--- src/rtl/pipe_gap_spawner.sv ---
// pipe_gap_spawner
//   Schedules pipe spawns for the scroller. It counts frame ticks and, once
//   the interval runs out, samples the RNG byte and reduces it into a gap
//   centre. The new gap is limited to MAX_STEP away from the previous one, so
//   the course stays flyable, and is then offered over a valid/ready handshake.
//
// Ports
//   clk          in   system clock
//   rst          in   asynchronous active-high reset
//   tick         in   one-cycle frame strobe
//   game_run     in   game in play (level); low aborts back to IDLE
//   rand_in      in   [7:0] RNG byte, only looked at in SAMPLE
//   spawn_ready  in   scroller accepts the offered pipe
//   spawn_valid  out  pipe offer pending
//   gap_y        out  [Y_W-1:0] gap centre of the offered pipe
//   spawn_count  out  [15:0] accepted spawns since reset, wraps to 0
//   busy         out  state machine is not IDLE
module pipe_gap_spawner #(
    parameter int Y_W         = 10,
    parameter int SPAWN_TICKS = 90,
    parameter int GAP_MIN     = 60,
    parameter int GAP_MAX     = 300,
    parameter int MAX_STEP    = 80
) (
    input  logic           clk,
    input  logic           rst,
    input  logic           tick,
    input  logic           game_run,
    input  logic [7:0]     rand_in,
    input  logic           spawn_ready,
    output logic           spawn_valid,
    output logic [Y_W-1:0] gap_y,
    output logic [15:0]    spawn_count,
    output logic           busy
);

    localparam int RANGE = GAP_MAX - GAP_MIN + 1;
    localparam int EXT_W = Y_W + 1;
    localparam int CNT_W = (SPAWN_TICKS > 1) ? $clog2(SPAWN_TICKS) : 1;

    localparam logic [CNT_W-1:0] CNT_LOAD  = CNT_W'(SPAWN_TICKS - 1);
    localparam logic [8:0]       RANGE_R   = 9'(RANGE);
    localparam logic [Y_W-1:0]   GAP_MID_Y = Y_W'((GAP_MIN + GAP_MAX) / 2);
    localparam logic [EXT_W-1:0] MIN_X     = EXT_W'(GAP_MIN);
    localparam logic [EXT_W-1:0] MAX_X     = EXT_W'(GAP_MAX);
    localparam logic [EXT_W-1:0] STEP_X    = EXT_W'(MAX_STEP);

    typedef enum logic [2:0] {
        IDLE   = 3'd0,
        WAIT   = 3'd1,
        SAMPLE = 3'd2,
        MOD    = 3'd3,
        CLAMP  = 3'd4,
        OFFER  = 3'd5
    } state_t;

    state_t           state;
    state_t           state_nxt;
    logic [CNT_W-1:0] cnt;
    logic [8:0]       r;
    logic [Y_W-1:0]   last;

    // Step limit around the previous gap, then the legal screen band. All
    // arithmetic is one bit wider than gap_y so last+MAX_STEP cannot wrap,
    // and the lower limit is only applied when last-MAX_STEP is non-negative.
    function automatic logic [Y_W-1:0] clamp_gap(input logic [8:0]     rr,
                                                 input logic [Y_W-1:0] prev);
        logic [EXT_W-1:0] cand;
        logic [EXT_W-1:0] prev_x;
        logic [EXT_W-1:0] hi;
        logic [EXT_W-1:0] lo;
        prev_x = EXT_W'(prev);
        cand   = MIN_X + EXT_W'(rr);
        hi     = prev_x + STEP_X;
        lo     = '0;
        if (cand > hi) begin
            cand = hi;
        end
        if (prev_x >= STEP_X) begin
            lo = prev_x - STEP_X;
            if (cand < lo) begin
                cand = lo;
            end
        end
        if (cand < MIN_X) begin
            cand = MIN_X;
        end
        if (cand > MAX_X) begin
            cand = MAX_X;
        end
        return cand[Y_W-1:0];
    endfunction

    // State register
    always_ff @(posedge clk or posedge rst) begin
        if (rst) begin
            state <= IDLE;
        end else begin
            state <= state_nxt;
        end
    end

    // Next-state logic; dropping game_run overrides everything, including a
    // handshake that would otherwise complete in OFFER.
    always_comb begin
        state_nxt = state;
        if (!game_run) begin
            state_nxt = IDLE;
        end else begin
            case (state)
                IDLE:    state_nxt = WAIT;
                WAIT:    if (tick && (cnt == '0)) state_nxt = SAMPLE;
                SAMPLE:  state_nxt = MOD;
                MOD:     if (r < RANGE_R) state_nxt = CLAMP;
                CLAMP:   state_nxt = OFFER;
                OFFER:   if (spawn_ready) state_nxt = WAIT;
                default: state_nxt = IDLE;
            endcase
        end
    end

    // Outputs decoded from the registered state
    always_comb begin
        spawn_valid = (state == OFFER);
        busy        = (state != IDLE);
    end

    // Interval counter, range reduction and gap bookkeeping. The modulo is a
    // repeated subtraction: a byte needs at most 255/RANGE subtractions.
    always_ff @(posedge clk or posedge rst) begin
        if (rst) begin
            cnt         <= CNT_LOAD;
            r           <= '0;
            gap_y       <= GAP_MID_Y;
            last        <= GAP_MID_Y;
            spawn_count <= '0;
        end else if (game_run) begin
            case (state)
                IDLE: begin
                    cnt <= CNT_LOAD;
                end
                WAIT: begin
                    if (tick && (cnt != '0)) begin
                        cnt <= cnt - 1'b1;
                    end
                end
                SAMPLE: begin
                    r <= {1'b0, rand_in};
                end
                MOD: begin
                    if (r >= RANGE_R) begin
                        r <= r - RANGE_R;
                    end
                end
                CLAMP: begin
                    gap_y <= clamp_gap(r, last);
                end
                OFFER: begin
                    if (spawn_ready) begin
                        last        <= gap_y;
                        spawn_count <= spawn_count + 16'd1;
                        cnt         <= CNT_LOAD;
                    end
                end
                default: begin
                    cnt <= CNT_LOAD;
                end
            endcase
        end
    end

endmodule

--- config.mk ---
export PLATFORM = sky130hd
export DESIGN_NAME = pipe_gap_spawner
export DESIGN_NICKNAME = d
export VERILOG_FILES = /design/src/rtl/pipe_gap_spawner.sv
export SDC_FILE = /design/constraint.sdc
export NUM_CORES = 1
export LEC_CHECK = 0
export CAP_MARGIN = 15
export CORE_UTILIZATION = 52
export DETAILED_ROUTE_END_ITERATION = 6
export HOLD_SLACK_MARGIN = 0.05
export PLACE_DENSITY = 0.8
export SLEW_MARGIN = 25
export SYNTH_ARGS = -nofsm -noshare
export SYNTH_HDL_FRONTEND = slang
export SYNTH_SLANG_ARGS = --single-unit
--- constraint.sdc ---
create_clock -name clk -period 5 [get_ports clk]
set_clock_uncertainty 0.2 [all_clocks]
set_input_delay 1 -clock clk [delete_from_list [all_inputs] [get_ports clk]]
set_output_delay 1 -clock clk [all_outputs]
set_load 0.05 [all_outputs]
==> impl_results.rst, run 1 <==
.. list-table::
   :header-rows: 1

   * - Metric
     - Value
   * - Gr ovfl total
     - 0
   * - CP Class
     - register to register
   * - Primary FF master, synth
     - sky130_fd_sc_hd__dfrtp_1
   * - Simple logic cell fraction of the synthesized area
     - 19.3%
   * - Sequential area share after synthesis
     - 34.9%
   * - Xor/xnor share of the synthesized area
     - roughly 7.2%
   * - Internal reg-to-reg setup slack
     - -0.08 ns
   * - Final setup vio count
     - 7
   * - Launching element type of the critical path
     - register
   * - Dominant cell type by area after synthesis
     - sky130_fd_sc_hd__dfrtp_1
   * - Via count of the routed design
     - 3584
   * - Top cell type's share of synthesized area
     - ~27%
   * - Max capacitance violation total
     - 0
   * - HPWL after detailed placement
     - roughly 7.2 mm
   * - Total iterations of the first detailed-routing run
     - 5
   * - Placed Cells
     - 597
   * - Pint
     - about 650 µW
   * - Routed len/inst
     - between 15 and 20 µm
   * - Drt total wl
     - about 10 mm
   * - Final WS setup
     - -0.0833 ns
   * - Hold violation count in the final report
     - 0
   * - Top post-synthesis cells by area
     - sky130_fd_sc_hd__dfrtp_1, sky130_fd_sc_hd__ha_1, sky130_fd_sc_hd__dfstp_2
   * - Required time worst endpoint
     - 5.00 ns
   * - Die Y
     - approximately 90 µm
   * - Combinational family with the most area after synthesis
     - simple AND/OR/NAND/NOR gates
   * - Number of diodes added for antenna fixing
     - 0
   * - Largest delay contributor family on the critical path
     - compound AO/OA/AOI/OAI gates
   * - Net switching power
     - ~260 µW
   * - Global-route wire length before repair
     - ~16 mm
   * - Lkg Pwr
     - ~0.0022 µW
   * - Floorplan die area
     - between 8000 and 9000 µm²
   * - Seq pwr share
     - 53.5%
   * - Run status
     - complete, but fails checks
   * - Buffers and inverters on the worst path
     - 1
   * - Mux contribution to synthesized area
     - about 4.4%
   * - Final Critical Period
     - around 5.1 ns
   * - Seq. cell area
     - about 1400 µm²
   * - Max Fclk
     - about 200 MHz
   * - Post-synthesis compound-gate area fraction
     - a little under a fifth
   * - Clk sinks
     - between 50 and 60
   * - Finished layout cell area
     - between 5000 and 6000 µm²
   * - Number of clock buffers inserted by TritonCTS
     - 5
   * - Layout cell share with drive strength beyond 1
     - 22.8%
   * - Die X
     - ~90 µm
   * - Power Density
     - ~180 nW/µm²
   * - Number of distinct library cell variants in the gate-level netlist after synthesis
     - 73
   * - Peak supply drop
     - between 0.0001 and 0.00015 V
   * - Hold slack final
     - around 0.28 ns
   * - Floorplan core area
     - 7330 µm²
   * - Initial antenna violation count
     - 0
   * - Number of routed nets with antenna violations
     - 0
   * - Delay contributed by the slowest stage of the critical path
     - around 0.57 ns
   * - Routability cong.
     - 0.895
   * - Cell count after synthesis
     - 446
   * - Period Utilization, post-route
     - 102%
   * - Iter 0 DRT Violations
     - about 200
   * - Share of total power consumed by net switching
     - about 29%
   * - Initial Utilization
     - between 50% and 60%
   * - Yosys warnings
     - 0
   * - Worst-path fanout max
     - 8
   * - I/O Buffers
     - 40
   * - Synthesized area
     - roughly 4000 µm²
   * - H-Tree Level Count
     - 2
   * - Crit path DAT
     - roughly 5 ns
   * - Layout-stage area growth over the synthesis result
     - 25.6%
   * - Via count of the first global-routing pass
     - about 3400
   * - Total global-route track usage
     - about 25%
   * - Worst setup slack after placement
     - -0.188 ns
   * - Number of synthesized register bits
     - 55
   * - Series of cell instances along the critical path
     - or4_4, nand2_4, xor2_4, inv_2, ha_4, nand3_2, and3_4, or2_4, nor2_4, nor2_1, a21oi_1, ha_1, a211oi_2, nor2_2, a311oi_4, nand2_2, a221o_1, a221oi_2, o31ai_4, a32o_1
   * - Synthesized area divided by synthesized cell count
     - a little under 9 µm²
   * - Row count
     - 31
   * - Instance area at placement
     - around 4600 µm²
   * - TritonCTS clock tree
     - yes
   * - Unrepaired setup endpoints after global routing
     - true
   * - Fraction of power consumed by the clock network
     - roughly 28%
   * - Violated checks
     - setup timing
   * - Remaining routing DRC violations
     - 0
   * - Post-layout utilization of the core
     - roughly two thirds
   * - Type of destination of the critical path
     - register
   * - Final instance count without filler cells
     - between 600 and 700
   * - Number of enable flip-flop cells after synthesis
     - 0
   * - Maximum clock path buffer count
     - 2
   * - Tightest Pin Transition
     - between 0.6 and 0.7 ns
   * - Number of nets at the end of the flow
     - 559
   * - HP Class
     - register to register
   * - Syn nets
     - around 490
   * - Largest net degree at the start of global routing
     - 56
   * - Insertion delay to the later sink of the worst-skew pair
     - between 0.3 and 0.4 ns
   * - Final Max Slew Viols
     - 0
   * - Number of top-level pins
     - 41
   * - Post-synth ARST share
     - 100%
   * - Share of power burned in combinational logic
     - between 10% and 20%
   * - Clock transition at the registers of the reported paths
     - 0.10 ns
   * - Worst path slowest cell
     - sky130_fd_sc_hd__or4_4
   * - Multi-input logic area
     - 2560 µm²
   * - Root buffer cell
     - sky130_fd_sc_hd__clkbuf_8
   * - Vias per std cell
     - around 5.8
   * - Number of filler instances in the final layout
     - between 500 and 600
   * - Rel. slew slack
     - between 50 and 60%
   * - Post-synthesis share of cell area spent on full adders, half adders and majority gates
     - 9.42%
==> placed cells by master (no fill, tap or decap), drive strengths merged, types with 11 or more instances in the layout <==
cell	instances
buf	41
ha	30
nor2	43
dfstp	12
a21oi	27
clkdlybuf4s50	40
nand3	15
o21ai	40
nand2	39
xor2	11
inv	32
xnor2	21
nand4	12
dfrtp	43
==> sequential cells by signal, indices dropped and copies added (netlist names) <==
signal,flops
last,10
r,9
cnt,7
spawn_count,16
gap_y,10
state,3
==> final timing paths <==
check                                start              end  depth (start not counted)
hold / removal             spawn_count[15]  spawn_count[15]                          1
max in group asynchronous              rst          last[6]                          3
setup / recovery                      r[2]         gap_y[1]                         20
hold reg to reg            spawn_count[15]  spawn_count[15]                          1
min in group asynchronous              rst  spawn_count[14]                          3
setup reg to reg                      r[2]         gap_y[1]                         20
==> logic make-up after synthesis <==
group	after synthesis
flops	55
xor+xnor	32
mux	15
fa+ha+maj	30
compound gates	112
simple gates	150
buf+inv	51
other cells	1
==> layout make-up <==
| cell class | count | area share (%) |
|---|---|---|
| timing repair buffer | 81 | 14.1 |
| clock inverter | 2 | 0.325 |
| inverter | 32 | 2.40 |
| tap | 99 | 2.47 |
| clock buffer | 6 | 1.65 |
| multi-input combinational | 341 | 51.2 |
| sequential | 55 | 27.8 |
==> per-layer routing <==
metal	global-route usage [%]	routed length, µm	vias up
met4	8.08	255	0
met1	32.8	4370	1721
li1	-	-	1723
met5	0	0	-
met2	42.8	5050	110
met3	3.69	362	30
==> metrics by stage <==
stage | TNS, ns | power [µW]
after floorplan | 0 | 598
after global placement | 0 | 641
after detailed placement | -0.937 | 648
after CTS | 0 | 911
after global routing | -1.68 | 959
final | -0.266 | 913
==> power groups by stage <==
stage                     clock [µW]  sequential, µW  combinational [µW]
final                            258             488                 167
after detailed placement           0             496                 152
after global placement             0             494                 147
after floorplan                    0             509                88.8
after global routing             286             491                 182
after CTS                        268             488                 156
==> synth_stat cells (3+ instances only) <==
cell type                   n
sky130_fd_sc_hd__mux2_2     9
sky130_fd_sc_hd__inv_1     32
sky130_fd_sc_hd__a31oi_1    8
sky130_fd_sc_hd__nand3_1   14
sky130_fd_sc_hd__xnor2_1   21
sky130_fd_sc_hd__o211ai_1   3
sky130_fd_sc_hd__clkbuf_1   8
sky130_fd_sc_hd__nand4_1   12
sky130_fd_sc_hd__nor2_1    41
sky130_fd_sc_hd__xor2_1    10
sky130_fd_sc_hd__nor2b_1    3
sky130_fd_sc_hd__nor3b_1    3
sky130_fd_sc_hd__a22o_1     3
sky130_fd_sc_hd__nand2b_1   3
sky130_fd_sc_hd__and2_1     5
sky130_fd_sc_hd__dfstp_2   12
sky130_fd_sc_hd__ha_1      30
sky130_fd_sc_hd__a211oi_1   4
sky130_fd_sc_hd__buf_6      3
sky130_fd_sc_hd__buf_2      7
sky130_fd_sc_hd__o21ai_0   36
sky130_fd_sc_hd__nor3_1     7
sky130_fd_sc_hd__mux2i_1    5
sky130_fd_sc_hd__nand2_1   37
sky130_fd_sc_hd__a21oi_1   25
sky130_fd_sc_hd__dfrtp_1   43
sky130_fd_sc_hd__and3_1     3
==> repair_timing <==
action | 4_1_cts | 5_1_grt
setup buffers | 2 | 9
setup endpoints to repair | 8 | 9
hold buffers | 0 | 0
gates resized for setup | 4 | 30
pin swaps | 5 | 19
cloned | 1 | 0
Power figures use the tool's default switching activity.
==> run 2: changes to the inputs <==
--- a/config.mk
+++ b/config.mk
@@ -10,7 +10,7 @@
 export DETAILED_ROUTE_END_ITERATION = 6
 export HOLD_SLACK_MARGIN = 0.05
 export PLACE_DENSITY = 0.8
-export SLEW_MARGIN = 25
+export SLEW_MARGIN = 20
 export SYNTH_ARGS = -nofsm -noshare
 export SYNTH_HDL_FRONTEND = slang
 export SYNTH_SLANG_ARGS = --single-unit
==> results of run 2 <==
No change in the layout: final DEF, timing and power equal those of run 1.
